`src/rtl/spi_result_tx_if.sv`:
```
`default_nettype none
// ============================================================================
// Module   : spi_result_tx_if
// Purpose  : Bundles the result-transmitter load handshake and the SPI-side
//            frame signals between the cipher core/host and spi_result_tx.
// Revision : 1.0 - initial release
// ============================================================================
interface spi_result_tx_if #(
  parameter int DATASIZE = 128
) ();
  logic                load;
  logic [DATASIZE-1:0] data_in;
  logic                ready;
  logic                cs;
  logic                miso;
  logic                busy;
  logic                done;
  logic                err;

  // Transmitter side
  modport slave (
    input  load, data_in, cs,
    output ready, miso, busy, done, err
  );

  // Core/host side
  modport master (
    output load, data_in, cs,
    input  ready, miso, busy, done, err
  );
endinterface
`default_nettype wire

```
`src/rtl/spi_result_tx.sv`:
```
`default_nettype none
// ============================================================================
// Module   : spi_result_tx
// Purpose  : Double-buffered SPI-style serial transmitter for 128-bit AES
//            results. A holding register accepts the next word while the
//            shift path sends the current one MSB-first on miso, one bit per
//            clk, for each low period of cs.
// Options  : SPI_TX_CRC8_EN - append CRC-8 (poly 0x07, init 0x00) after the
//            data bits, MSB-first.
// Revision : 1.0 - initial release
// ============================================================================
module spi_result_tx #(
  parameter int DATASIZE = 128
) (
  input  logic           clk,
  input  logic           rst,
  spi_result_tx_if.slave bus
);

`ifdef SPI_TX_CRC8_EN
  localparam int FRAME_LEN = DATASIZE + 8;
`else
  localparam int FRAME_LEN = DATASIZE;
`endif
  localparam int               CNT_W    = $clog2(DATASIZE + 8) + 1;
  localparam logic [CNT_W-1:0] LAST_CNT = CNT_W'(FRAME_LEN - 1);

  localparam logic [1:0] IDLE         = 2'd0;
  localparam logic [1:0] SHIFT        = 2'd1;
  localparam logic [1:0] WAIT_RELEASE = 2'd2;

  logic [1:0]          state;
  logic [DATASIZE-1:0] hold;
  logic                hold_valid;
  // The MSB leaves straight into miso_q at frame start, so only the
  // remaining DATASIZE-1 bits need to be kept for shifting.
  logic [DATASIZE-2:0] shreg;
  logic [CNT_W-1:0]    cnt;
  logic                miso_q;
  logic                done_q;
  logic                err_q;
  logic                start;
  logic                last;
  logic                next_bit;

  assign start = (state == IDLE) && !bus.cs && hold_valid;
  assign last  = (cnt == LAST_CNT);

`ifdef SPI_TX_CRC8_EN
  localparam logic [CNT_W-1:0] DATA_LAST = CNT_W'(DATASIZE - 1);

  logic [7:0] crc;
  logic [7:0] crc_next;
  logic       in_data;

  // miso_q holds the data bit currently on the wire; fold it into the CRC.
  assign in_data  = (cnt <= DATA_LAST);
  assign crc_next = {crc[6:0], 1'b0} ^ ((crc[7] ^ miso_q) ? 8'h07 : 8'h00);

  // Pick the bit for the next cycle: data, then the finished CRC MSB-first.
  always_comb begin
    next_bit = shreg[DATASIZE-2];
    if (cnt == DATA_LAST) begin
      next_bit = crc_next[7];
    end else if (cnt > DATA_LAST) begin
      next_bit = crc[6];
    end
  end

  // Accumulate CRC over data bits, then shift it out behind them.
  always_ff @(posedge clk) begin
    if (!rst) begin
      crc <= 8'h00;
    end else if (start) begin
      crc <= 8'h00;
    end else if ((state == SHIFT) && !bus.cs && !last) begin
      crc <= in_data ? crc_next : {crc[6:0], 1'b0};
    end
  end
`else
  assign next_bit = shreg[DATASIZE-2];
`endif

  // Holding register: accept a load whenever empty; emptied by frame start.
  always_ff @(posedge clk) begin
    if (!rst) begin
      hold       <= '0;
      hold_valid <= 1'b0;
    end else if (start) begin
      hold_valid <= 1'b0;
    end else if (bus.load && !hold_valid) begin
      hold       <= bus.data_in;
      hold_valid <= 1'b1;
    end
  end

  // Frame state machine, shift path and registered status pulses.
  always_ff @(posedge clk) begin
    if (!rst) begin
      state  <= IDLE;
      shreg  <= '0;
      cnt    <= '0;
      miso_q <= 1'b0;
      done_q <= 1'b0;
      err_q  <= 1'b0;
    end else begin
      done_q <= 1'b0;
      err_q  <= 1'b0;
      case (state)
        IDLE: begin
          miso_q <= 1'b0;
          if (!bus.cs) begin
            if (hold_valid) begin
              shreg  <= hold[DATASIZE-2:0];
              miso_q <= hold[DATASIZE-1];
              cnt    <= '0;
              state  <= SHIFT;
            end else begin
              // Host selected us with nothing to send: underrun.
              err_q <= 1'b1;
              state <= WAIT_RELEASE;
            end
          end
        end
        SHIFT: begin
          if (bus.cs) begin
            // Aborted frame: the word is dropped, not returned to hold.
            err_q  <= 1'b1;
            miso_q <= 1'b0;
            shreg  <= '0;
            state  <= IDLE;
          end else if (last) begin
            done_q <= 1'b1;
            miso_q <= 1'b0;
            state  <= WAIT_RELEASE;
          end else begin
            shreg  <= {shreg[DATASIZE-3:0], 1'b0};
            miso_q <= next_bit;
            cnt    <= cnt + 1'b1;
          end
        end
        WAIT_RELEASE: begin
          // One frame per cs assertion: wait for the host to deselect.
          miso_q <= 1'b0;
          if (bus.cs) begin
            state <= IDLE;
          end
        end
        default: begin
          miso_q <= 1'b0;
          state  <= IDLE;
        end
      endcase
    end
  end

  assign bus.ready = !hold_valid;
  assign bus.miso  = miso_q;
  assign bus.busy  = (state == SHIFT);
  assign bus.done  = done_q;
  assign bus.err   = err_q;

endmodule
`default_nettype wire

```
`src/flat_wrapper.sv`:
```
// flat-port wrapper written by rule: the top's interface ports become plain ports
module spi_result_tx_flat 
#(
  parameter int DATASIZE = 128
)
  (clk, rst, bus_load, bus_data_in, bus_cs, bus_ready, bus_miso, bus_busy, bus_done, bus_err);
  spi_result_tx_if #(.DATASIZE(DATASIZE)) bus_i ();
  input  logic clk;
  input  logic rst;
  input wire logic [$bits(bus_i.load)-1:0] bus_load;
  input wire logic [$bits(bus_i.data_in)-1:0] bus_data_in;
  input wire logic [$bits(bus_i.cs)-1:0] bus_cs;
  output wire logic [$bits(bus_i.ready)-1:0] bus_ready;
  output wire logic [$bits(bus_i.miso)-1:0] bus_miso;
  output wire logic [$bits(bus_i.busy)-1:0] bus_busy;
  output wire logic [$bits(bus_i.done)-1:0] bus_done;
  output wire logic [$bits(bus_i.err)-1:0] bus_err;
  assign bus_i.load = bus_load;
  assign bus_i.data_in = bus_data_in;
  assign bus_i.cs = bus_cs;
  assign bus_ready = bus_i.ready;
  assign bus_miso = bus_i.miso;
  assign bus_busy = bus_i.busy;
  assign bus_done = bus_i.done;
  assign bus_err = bus_i.err;
  spi_result_tx #(.DATASIZE(DATASIZE)) u_core (.clk(clk), .rst(rst), .bus(bus_i));
endmodule
```
`config.mk`:
```
export PLATFORM = sky130hd
export DESIGN_NAME = spi_result_tx_flat
export DESIGN_NICKNAME = d
export VERILOG_FILES = /design/src/rtl/spi_result_tx_if.sv /design/src/rtl/spi_result_tx.sv /design/src/flat_wrapper.sv
export SDC_FILE = /design/constraint.sdc
export NUM_CORES = 1
export LEC_CHECK = 0
export ABC_AREA = 1
export CAP_MARGIN = 40
export CORE_UTILIZATION = 45
export CTS_BUF_LIST = sky130_fd_sc_hd__clkbuf_4 sky130_fd_sc_hd__clkbuf_8 sky130_fd_sc_hd__clkbuf_16
export DETAILED_ROUTE_END_ITERATION = 7
export MAX_ROUTING_LAYER = met4
export PLACE_DENSITY = 0.78
export REMOVE_ABC_BUFFERS = 1
export SLEW_MARGIN = 0
export SYNTH_ARGS = -nofsm -noshare
export SYNTH_HDL_FRONTEND = slang
export SYNTH_SLANG_ARGS = --single-unit
```
`constraint.sdc`:
```
create_clock -name clk -period 4.1 [get_ports clk]
set_input_delay 0.41 -clock clk [delete_from_list [all_inputs] [get_ports clk]]
set_output_delay 0.41 -clock clk [all_outputs]
set_load 0.05 [all_outputs]
```
==> flow_metrics.py <==
metrics = {
    "logic_synthesis": {
        "synth.largest_area_cell": "dfxtp_1",
        "yosysMostFrequentCell": "nor2_1",
        "syn_inst": 1659,
        "ys_ff_latch": 270,
        "avgSynthCellArea_um2": 7.070,
        "synth_area_leaders": "dfxtp_1 (46%), nor2_1 (14%), nand2_1 (7.3%)",
        "async_flop_share_pct": 0,
        "netlist.area_leader.share_pct": 46.08,
        "synth_edf_count": 0,
        "ys_top_cells_by_count": "nor2_1 (425), dfxtp_1 (270), nand2_1 (228)",
        "synth_cell_types": 28,
        "yosys_warnings": 0,
        "synthesis.area_um2": 11730,
        "yosysSeqAreaShare_pct": 46.08,
        "synth_flop_cell": "dfxtp_1",
    },
    "cts": {
        "clk_latency_ns": 0.53,
        "ctsRootBufferMaster": "clkbuf_16",
        "tritoncts": "done",
        "numClockSinks": 270,
        "htreeDepth": 1,
        "post_cts_buffers": 0,
        "cts_buffers": 28,
        "clockBufferDepth": 3,
        "cts.clk_slew.worst_paths_ns": 0.06,
        "cts_resized": 0,
        "hold_buffers": 0,
    },
    "timing": {
        "post-route-period-util_pct": 62.01,
        "max_clock_freq_ghz": 0.3933,
        "drv_slew": 0,
        "finalCriticalPeriod_ns": 2.542,
        "holdWs_ns": 0.4538,
        "fin_skew_ns": 0.008414,
        "final_hold_viol_count": 0,
        "slew_headroom_pct": 42.43,
        "setup_violations": 0,
        "tightest_slew_ns": 0.8636,
        "rsz0062_at_grt": "false",
    },
    "job": {
        "cap_violations": 0,
    },
    "drt": {
        "drc": 0,
        "firstDrtPassIters": 4,
        "drt-total-wl_um": 26760,
        "routed_via_density": 5.009,
        "num_vias": 10360,
        "drt_iter0_markers": 784,
        "wl_per_cell_um": 12.94,
        "ant_nets": 0,
    },
    "global_routing": {
        "grt_pass1_vias": 9847,
        "grt_use_total_pct": 20.44,
        "antenna_found_initial": 0,
        "grt.overflow.total": 0,
        "grt_max_degree": 127,
        "grt_pass1_wl_um": 44750,
    },
    "setup_path": {
        "worstPathMaxFanout": 76,
        "r2r_cells": 9,
        "critPathCaptureType": "flip-flop",
        "worstPathRequired_ns": 4.52,
        "critPathKind": "flip-flop to flip-flop",
        "crit_arrival_ns": 2.97,
        "cp-start-kind": "flip-flop",
    },
    "placement": {
        "hpwl_um": 15230,
        "portBuffers": 136,
        "gp_congestion": 0.7879,
    },
    "final_layout": {
        "regArea_um2": 5405,
        "final_nets": 1848,
        "drive_gt1_share_pct": 7.139,
        "nFillCells": 2441,
        "multi_input_area_um2": 5349,
        "areaGrowthSynthToFinish_pct": 19.42,
    },
    "hold_path": {
        "hold_path_depth": 2,
        "min_path_type": "flip-flop to flip-flop",
    },
    "power_and_ir_drop": {
        "p_total_mw": 6.445,
        "power_density_nw_per_um2": 460.2,
        "vdd_ir_drop_max_mv": 0.3273,
        "p_leak_nw": 5.782,
    },
    "floorplan": {
        "placementRows": 58,
        "io_pins": 137,
        "fp.dieArea_um2": 26710,
        "die_w_um": 163.4,
        "core_um2": 25400,
        "die_y_um": 163.4,
        "start_util_pct": 46.18,
    },
    "outcome": {
        "outcome": "complete, no violations",
    },
}
cells by family after synthesis:
logic type | Yosys count | synth area share (%)
AOI/OAI and AO/OA | 329 | 15.38
adders and majority gates | 1 | 0.1067
buffers and inverters | 213 | 8.524
DFF | 270 | 46.08
and+or+nand+nor | 846 | 29.90
registers in the layout (all words and copies together), names as in the netlist:
register,cells
u_core.cnt,9
u_core.bus.done,1
u_core.state,2
u_core.bus.err,1
u_core.hold,128
u_core.bus.miso,1
u_core.hold_valid,1
u_core.shreg,127
worst max-delay path, stage by stage (launching register included):
cell,delay [ns]
dfxtp_1,0.37
ha_1,0.21
nand3_2,0.11
nor2_4,0.17
nand3_4,0.51
nand2_4,0.29
inv_6,0.18
buf_16,0.30
nor2_1,0.16
nor2_1,0.07
cells in the final DEF (no fill, tap or decap), types with 3 or more instances in the layout:
master / netlist / layout
inv_2: 3 / 3
a21boi_0: 48 / 48
nand3_1: 141 / 141
clkinv_2: 0 / 3
a21boi_1: 14 / 14
dfxtp_1: 270 / 270
clkbuf_4: 0 / 9
buf_4: 5 / 13
nor2_4: 1 / 3
o21ai_0: 132 / 132
nor2_2: 38 / 37
nor2_1: 425 / 424
a21oi_1: 134 / 134
nand2_1: 228 / 228
clkbuf_8: 0 / 11
clkdlybuf4s50_1: 0 / 134
clkbuf_16: 0 / 29
inv_1: 84 / 83
metal layers:
metal	global-route usage [%]	part of all wire, %
met1	24.89	47
met2	35.81	47
met3	2.311	4.4
met4	4.970	2.0
met5	-	0
stage by stage:
stage | util (%) | worst slack [ns] | cells | setup TNS (ns) | cell area, um2
after global routing | 55.13 | 1.356 | 2067 | 0 | 14000
after floorplan | - | -2.264 | 1534 | -409.24 | 11060
after global placement | 51.10 | 1.244 | 2013 | 0 | 12980
final | 55.14 | 1.558 | 2068 | 0 | 14010
after detailed placement | 51.29 | 1.201 | 2015 | 0 | 13030
after CTS | 55.13 | 1.579 | 2067 | 0 | 14000
where the power goes:
group	leakage, nW	internal [mW]	switching, mW
sequential	2.23	2.85	0.105
combinational	3.06	0.390	0.490
clock	0.497	1.60	1.01
cell type report:
cell class	instances	area share, %
well taps	330	2.948
repair buffers	151	10.85
clock inverters	4	0.3216
multi-input cells	1176	38.19
flip-flops and latches	270	38.59
clock buffers	48	6.646
diodes	1	0.01787
inverters	88	2.430
final timing paths:
path / to / from / slack (ns)
worst max-delay path: u_core.shreg[64]$_SDFFE_PN0P_ / u_core.cnt[0]$_SDFFE_PN0P_ / 1.56
worst min-delay path: u_core.hold[45]$_SDFFE_PN0P_ / u_core.hold[45]$_SDFFE_PN0P_ / 0.45
worst max register to register: u_core.shreg[64]$_SDFFE_PN0P_ / u_core.cnt[0]$_SDFFE_PN0P_ / 1.56
worst min register to register: u_core.hold[45]$_SDFFE_PN0P_ / u_core.hold[45]$_SDFFE_PN0P_ / 0.45
No activity file was read; power rests on OpenSTA's default activity.
